## src/rtl/pll_div_pkg.sv

```systemverilog
// Shared types and constants for the programmable PLL divider.
package pll_div_pkg;

    typedef enum logic [1:0] {
        IDLE,
        RUN,
        STOPPING
    } state_e;

    localparam int unsigned MIN_DIV = 2;

endpackage

```

## src/rtl/pll_div_counter.sv

```systemverilog
// Period counter for the divider: holds N_cur, detects wrap, and registers Fout/Period_tick
// from the same next-count value so the outputs always line up with cnt.
module pll_div_counter #(
    parameter int unsigned WIDTH       = 8,
    parameter int unsigned DEFAULT_DIV = 2
) (
    input  logic             clk_i,
    input  logic             rst_i,
    input  logic             start_i,
    input  logic             advance_i,
    input  logic             load_i,
    input  logic [WIDTH-1:0] load_val_i,
    output logic             wrap_o,
    output logic             fout_o,
    output logic             tick_o
);

    logic [WIDTH-1:0] cnt_q, cnt_d;
    logic [WIDTH-1:0] ncur_q, ncur_d;
    logic [WIDTH-1:0] cnt_inc;
    logic             fout_q, fout_d;
    logic             tick_q, tick_d;

    assign cnt_inc = cnt_q + 1'b1;
    assign wrap_o  = (cnt_q == ncur_q - 1'b1);

    always_comb begin
        ncur_d = load_i ? load_val_i : ncur_q;
        cnt_d  = '0;
        fout_d = 1'b0;
        tick_d = 1'b0;
        if (start_i) begin
            fout_d = 1'b1;
            tick_d = 1'b1;
        end else if (advance_i) begin
            // A wrap starts a fresh period; phase 0 is always high since N_cur >= 2.
            if (wrap_o) begin
                fout_d = 1'b1;
                tick_d = 1'b1;
            end else begin
                cnt_d  = cnt_inc;
                fout_d = (cnt_inc < (ncur_q >> 1));
            end
        end
    end

    always_ff @(posedge clk_i or posedge rst_i) begin
        if (rst_i) begin
            cnt_q  <= '0;
            ncur_q <= WIDTH'(DEFAULT_DIV);
            fout_q <= 1'b0;
            tick_q <= 1'b0;
        end else begin
            cnt_q  <= cnt_d;
            ncur_q <= ncur_d;
            fout_q <= fout_d;
            tick_q <= tick_d;
        end
    end

    assign fout_o = fout_q;
    assign tick_o = tick_q;

endmodule

```

## src/rtl/pll_div_ctrl.sv

```systemverilog
// Glitch-free programmable divider Fout = Fin/N: run/stop sequencing FSM plus a
// one-deep ratio handshake whose value is applied only at period boundaries.
module pll_div_ctrl
    import pll_div_pkg::*;
#(
    parameter int unsigned WIDTH       = 8,
    parameter int unsigned DEFAULT_DIV = 2
) (
    input  logic             Fin,
    input  logic             Reset,
    input  logic             En,
    input  logic [WIDTH-1:0] Div_in,
    input  logic             Div_valid,
    output logic             Div_ready,
    output logic             Fout,
    output logic             Period_tick,
    output logic             Active,
    output logic             Err
);

    state_e           state_q, state_d;
    logic [WIDTH-1:0] pend_q, pend_d;
    logic             pend_vld_q, pend_vld_d;
    logic             err_q, err_d;
    logic             start, advance, load, wrap, xfer;

    assign xfer = Div_valid && !pend_vld_q;
    assign load = pend_vld_q && ((state_q == IDLE) || wrap);

    always_comb begin
        state_d = state_q;
        start   = 1'b0;
        advance = 1'b0;
        case (state_q)
            IDLE: begin
                if (En) begin
                    state_d = RUN;
                    start   = 1'b1;
                end
            end
            RUN: begin
                advance = 1'b1;
                if (!En) state_d = STOPPING;
            end
            STOPPING: begin
                // Halt only at the end of a complete period; re-enable resumes seamlessly.
                if (En) begin
                    state_d = RUN;
                    advance = 1'b1;
                end else if (wrap) begin
                    state_d = IDLE;
                end else begin
                    advance = 1'b1;
                end
            end
            default: state_d = IDLE;
        endcase
    end

    always_comb begin
        pend_d     = pend_q;
        pend_vld_d = pend_vld_q;
        err_d      = err_q;
        if (load) pend_vld_d = 1'b0;
        if (xfer) begin
            pend_vld_d = 1'b1;
            if (Div_in < WIDTH'(MIN_DIV)) begin
                pend_d = WIDTH'(MIN_DIV);
                err_d  = 1'b1;
            end else begin
                pend_d = Div_in;
            end
        end
    end

    always_ff @(posedge Fin or posedge Reset) begin
        if (Reset) begin
            state_q    <= IDLE;
            pend_q     <= '0;
            pend_vld_q <= 1'b0;
            err_q      <= 1'b0;
        end else begin
            state_q    <= state_d;
            pend_q     <= pend_d;
            pend_vld_q <= pend_vld_d;
            err_q      <= err_d;
        end
    end

    pll_div_counter #(
        .WIDTH      (WIDTH),
        .DEFAULT_DIV(DEFAULT_DIV)
    ) u_counter (
        .clk_i     (Fin),
        .rst_i     (Reset),
        .start_i   (start),
        .advance_i (advance),
        .load_i    (load),
        .load_val_i(pend_q),
        .wrap_o    (wrap),
        .fout_o    (Fout),
        .tick_o    (Period_tick)
    );

    assign Div_ready = !pend_vld_q;
    assign Active    = (state_q != IDLE);
    assign Err       = err_q;

endmodule

```

## config.mk

```make
export PLATFORM = sky130hd
export DESIGN_NAME = pll_div_ctrl
export DESIGN_NICKNAME = d
export VERILOG_FILES = /design/src/rtl/pll_div_pkg.sv /design/src/rtl/pll_div_counter.sv /design/src/rtl/pll_div_ctrl.sv
export SDC_FILE = /design/constraint.sdc
export NUM_CORES = 1
export LEC_CHECK = 0
export ABC_AREA = 1
export ABC_CLOCK_PERIOD_IN_PS = 2200
export CORE_MARGIN = 5
export CORE_UTILIZATION = 63
export DETAILED_ROUTE_END_ITERATION = 7
export DONT_BUFFER_PORTS = 1
export PLACE_DENSITY = 0.87
export SETUP_SLACK_MARGIN = 0.3
export SYNTH_ARGS = -nofsm -noshare
export SYNTH_HDL_FRONTEND = slang
export SYNTH_SLANG_ARGS = --single-unit
```

## constraint.sdc

```tcl
create_clock -name Fin -period 2.2 [get_ports Fin]
set_input_delay 0.33 -clock Fin [delete_from_list [all_inputs] [get_ports Fin]]
set_output_delay 0.33 -clock Fin [all_outputs]
set_load 0.02 [all_outputs]
```

Word level (Yosys, flattened, before mapping). Index checks and enable logic that the tools add are counted.

Register bits after elaboration: 30. Latch bits: 0. RAM bits: 0. Memory bits (read-only): 0. Input bits: 12. Output and inout bits: 5. Logic and storage cells: 49. Memories kept: 0.

Add/subtract/negate cells: 2. Multipliers: 0. Div/mod/pow operators: 0. $lt $le $gt $ge: 2. Eq/ne operators: 6. Shift operators: 0. Multiplexer cells: 22. Bitwise operators: 0. Reduce and logical (&&, ||, !) cells: 9.

Operator list (count): 2-to-1 mux 8 bit (4); 2-to-1 mux 1 bit (12); adder 8 x 1 -> 8 bit, second input constant (1); == test 8 bit (1); < comparator 8 x 2 -> 1 bit, second input constant (1); < comparator 8 x 7 -> 1 bit (1); 2-to-1 mux 2 bit (4); subtractor 8 x 1 -> 8 bit, second input constant (1); one-hot mux 2 bit (3 select lines) (1); != test 2 bit, second input constant (2); nonzero test 2 bit (2); != test 3 bit, second input constant (1); AND reduction 3 bit (1); == test 2 x 1 -> 1 bit, second input constant (1); == test 2 bit, second input constant (1); logical AND 1 bit (2); zero test 2 bit (1); one-hot mux 1 bit (2 select lines) (1); AND reduction 2 bit (1); zero test 1 bit (1); logical OR 1 bit (1).

Depth between registers and ports, before layout.
Depth in word-level cells: 7. Gate-level depth with buffers: 14. Gate-level depth less buffers: 14.

Cells and area by module. A second synthesis with hierarchy kept.

Cell total of the unflattened synthesis: 245. Area total of the unflattened synthesis: 1818.0 um2.

Modules (own cells, without submodules): pll_div_counter (times used 1, cells each 163, area an instance 1174.9 um2, seq. area each 451.7 um2); pll_div_ctrl (times used 1, cells each 82, area an instance 643.1 um2, seq. area each 300.3 um2).

Least setup slack after synthesis. Ideal clock, no wire load.

Path type: register to register. Start point: reg u_counter.cnt_q[0]. End point: reg u_counter.fout_q (netlist: u_counter.fout_o). Library setup time: 0.121 ns. Data arrival time: 1.808 ns. Required time: 2.079 ns. Setup slack: 0.271 ns. Stages on the path, launching flop included: 15. Buffers on the path: 0. Clock period less this slack: 1.929 ns. Cell sequence: dfrtp_1 > ha_1 > nand3_1 > nor2_1 > nand2_1 > xor2_1 > inv_1 > ha_1 > inv_1 > o211ai_1 > inv_1 > nand2_1 > nand2_1 > nand3_1 > nand2_1.

Word-level cells in the longest chain between the ends: 6. Elaborated cells between the ends (all ways): 9. Classes of those cells: 1 x add/sub; 1 x order compare; 1 x eq/ne; 6 x mux.

Ends and longest elaborated chain: from (decl) (line pll_div_counter.sv:18) `logic [WIDTH-1:0] cnt_q, cnt_d;`; from (signal assigned) (line pll_div_counter.sv:54) `cnt_q <= cnt_d;`; parallel branches: the longest is 4 deep, another holds adder 8 x 1 -> 8 bit; 2-to-1 mux 1 bit * (line pll_div_counter.sv:35) `end else if (advance_i) begin`; 2-to-1 mux 1 bit * (line pll_div_counter.sv:32) `if (start_i) begin`; named net u_counter.fout_d (line pll_div_counter.sv:21) `logic fout_q, fout_d;`; to (signal assigned) (line pll_div_counter.sv:56) `fout_q <= fout_d;`; to (decl) (line pll_div_counter.sv:21).

Mark *: on every way through the listed nets, which the timed path passes. A chain may end at the register's enable or synchronous reset.

Worst setup path in the final report.
Start point: reg u_counter.cnt_q[1]. End point: reg u_counter.fout_q (netlist: u_counter.fout_o).

The elaborated chain is that of the path after synthesis.

==> metrics.txt <==
worst skew pair latency 0.33 ns; routed vias 1859; routed wire length 5150 um; initial antenna violation count 0; Critical Path RT 2.42 ns; register area 754 sq um; Worst Reg-to-Reg Cells 14; NetSw 1.74 mW; Final Cycle Share 93.5%; clock power share 9.0%; layout cell share with drive strength beyond 1 32.0%; gr usage total 24.7%; Setup crit start kind register; crit path kind register to register; clk root buf clkbuf_4; hold violation total from the final report 0; area grow syn2layout 20.3%; Reg power frac 30.7%; FMAX 486 MHz; global-route wire length before repair 8090 um; Logic pwr share 60.3%; ant diodes 0; DRC 0; relative slew slack 59.8%; post-synth cell types 29; syn_area_per_cell 7.35 sq um; post-synthesis cell area 0.00208 sq mm; hpwl dp 3300 um; Core Area 0.00310 sq mm; DR WL/cell 14.8 um; die span in x 67.5 um; total die area 0.00455 sq mm; YS warnings 0; unrepaired setup endpoints after global routing yes; gp weighted congestion 0.823; Worst Path Arrival 2.28 ns; antenna-violating nets left 0; Slew Viols, Final 0; drt pass-1 iters 4; area of the multi-input gates 0.00132 sq mm; fillers 219; Non-Filler Instances 347; synthesized flop and latch total 30; Internal Power 1.64 mW; critical path fanouts, max 3; I/O pins 17; Post-Syn Nets 307; largest net degree at the start of global routing 17; final setup TNS 0 ns; Worst IR Drop VDD 0.888 mV; sequential area share after synthesis 36.1%; CTS clk-pin slew, worst paths 0.10 ns; min cycle time layout 2.06 ns; Worst setup EP type register; Final Skew 0.0124 ns; Starting Density 67.1%; via/cell ratio 5.36; TritonCTS Buffers 5; Final setup violation count 0; post-synthesis instance total 283; status complete, no violations; Worst-Margin Slew 0.603 ns; total global routing overflow 0; max-cap violation count 0; Die H 67.5 um; TritonCTS clock tree built; H-tree Lvls 2; placed cell count 328; clock sink count 30; Final #Nets 327; Rows 20; worst hold path class input pin to register; port bufs 0; PD cells 1350 mW/mm^2; Clock Tree Buf Depth 2; Hold Crit Depth 2; sw frac 51.5%; initial DRC count 95; Util after Layout 80.7%; vias in the first global route 1812; Pleak 1.27 nW
repair_timing:
action	CTS	global route
hold buffers	1	0
resized for setup	15	34
gates cloned	1	0
setup buffers	7	3
endpoints found under the setup margin	20	21
endpoints found under the hold margin	15	0
pin swaps	14	26
flip-flops by register name, indices dropped and copies added, names as in the netlist:
name	flops
pend_q	8
u_counter.ncur_q	8
u_counter.fout_o	1
state_q	2
Err	1
pend_vld_q	1
u_counter.tick_o	1
u_counter.cnt_q	8
Yosys cell counts (all sizes together):
cell type	number	area, sq um
nand2	90	388
nor2	36	185
clkbuf	2	8.75
o211ai	1	7.51
or2	1	6.26
xor2	7	61.3
o2111ai	1	26.3
nand4	4	25.0
ha	12	150
buf	3	23.8
dfstp	1	26.3
o21ai	11	62.6
a21oi	4	20.0
inv	50	188
xnor2	2	17.5
nand3	28	153
dfrtp	29	726
nor4	1	6.26
through the flow:
stage / total power [mW] / worst slack [ns] / cell area [sq um] / hold WS, ns
5_1_grt: 3.65 / 0.0221 / 2500 / 0.0935
2_1_floorplan: 2.29 / 0.303 / 2090 / 0.420
6_report: 3.38 / 0.143 / 2500 / 0.113
3_5_place_dp: 2.60 / 0.0719 / 2160 / 0.305
4_1_cts: 3.11 / 0.211 / 2350 / 0.0983
3_3_place_gp: 2.53 / 0.124 / 2160 / 0.302
path summary, 6_finish.rpt:
| path | startpoint | to | slack (ns) |
|---|---|---|---|
| min | Div_in[2] | pend_q[2] | 0.11 |
| min in group asynchronous | Reset | u_counter.tick_o | 0.49 |
| max | u_counter.cnt_q[1] | u_counter.fout_o | 0.14 |
| max in group asynchronous | Reset | u_counter.ncur_q[1] | 1.03 |
| max reg2reg | u_counter.cnt_q[1] | u_counter.fout_o | 0.14 |
| min reg2reg | pend_q[3] | pend_q[3] | 0.49 |
per-layer routing:
layer,part of all wire [%],global-route usage (%),wire (um),vias up
met2,51,42.0,2630,59
met5,0,0,0,-
met4,3.7,12.7,191,0
met3,4.7,5.49,240,16
met1,41,28.8,2090,881
li1,-,-,-,903
cell usage in the layout (no fill, tap or decap), drive strengths merged:
cell / instances
o211ai: 1
a21oi: 4
or2: 1
nand4: 4
clkbuf: 7
nand2: 91
buf: 16
nor2: 36
nor4: 1
o2111ai: 1
inv: 50
xnor2: 2
dlygate4sd3: 1
dfstp: 1
nand3: 28
xor2: 7
ha: 12
o21ai: 11
dfrtp: 29
worst max-delay path: stages (launching register included):
cell,delay (ns)
dfrtp_1,0.43
ha_4,0.17
nand3_4,0.08
nor2_4,0.12
nand2_2,0.06
xor2_2,0.21
inv_2,0.09
ha_4,0.28
inv_2,0.03
o211ai_1,0.17
inv_1,0.06
nand2_1,0.06
nand2_1,0.05
nand3_1,0.08
nand2_1,0.06
logic make-up (layout without fill, tap and decap cells):
logic type / count (synthesis) / after routing / synth area share (%)
simple gates: 160 / 161 / 36.7
xor+xnor: 9 / 9 / 3.79
flops: 30 / 30 / 36.1
buf+inv: 55 / 74 / 10.6
fa+ha+maj: 12 / 12 / 7.22
compound gates: 17 / 17 / 5.59
power by group through the flow:
stage	Combinational (mW)	Clock, mW	Sequential [mW]
floorplan	1.40	0	0.888
global placement	1.54	0	0.983
detailed placement	1.61	0	0.993
CTS	1.81	0.305	0.996
global route	2.26	0.338	1.06
finish	2.04	0.302	1.04
area by class of cell:
class / instances / area share, %
timing repair buffer: 17 / 5.70
inverter: 50 / 7.50
tap: 44 / 2.20
multi-input combinational: 199 / 52.7
sequential: 30 / 30.1
clock buffer: 7 / 1.80
Power figures use the tool's default switching activity.
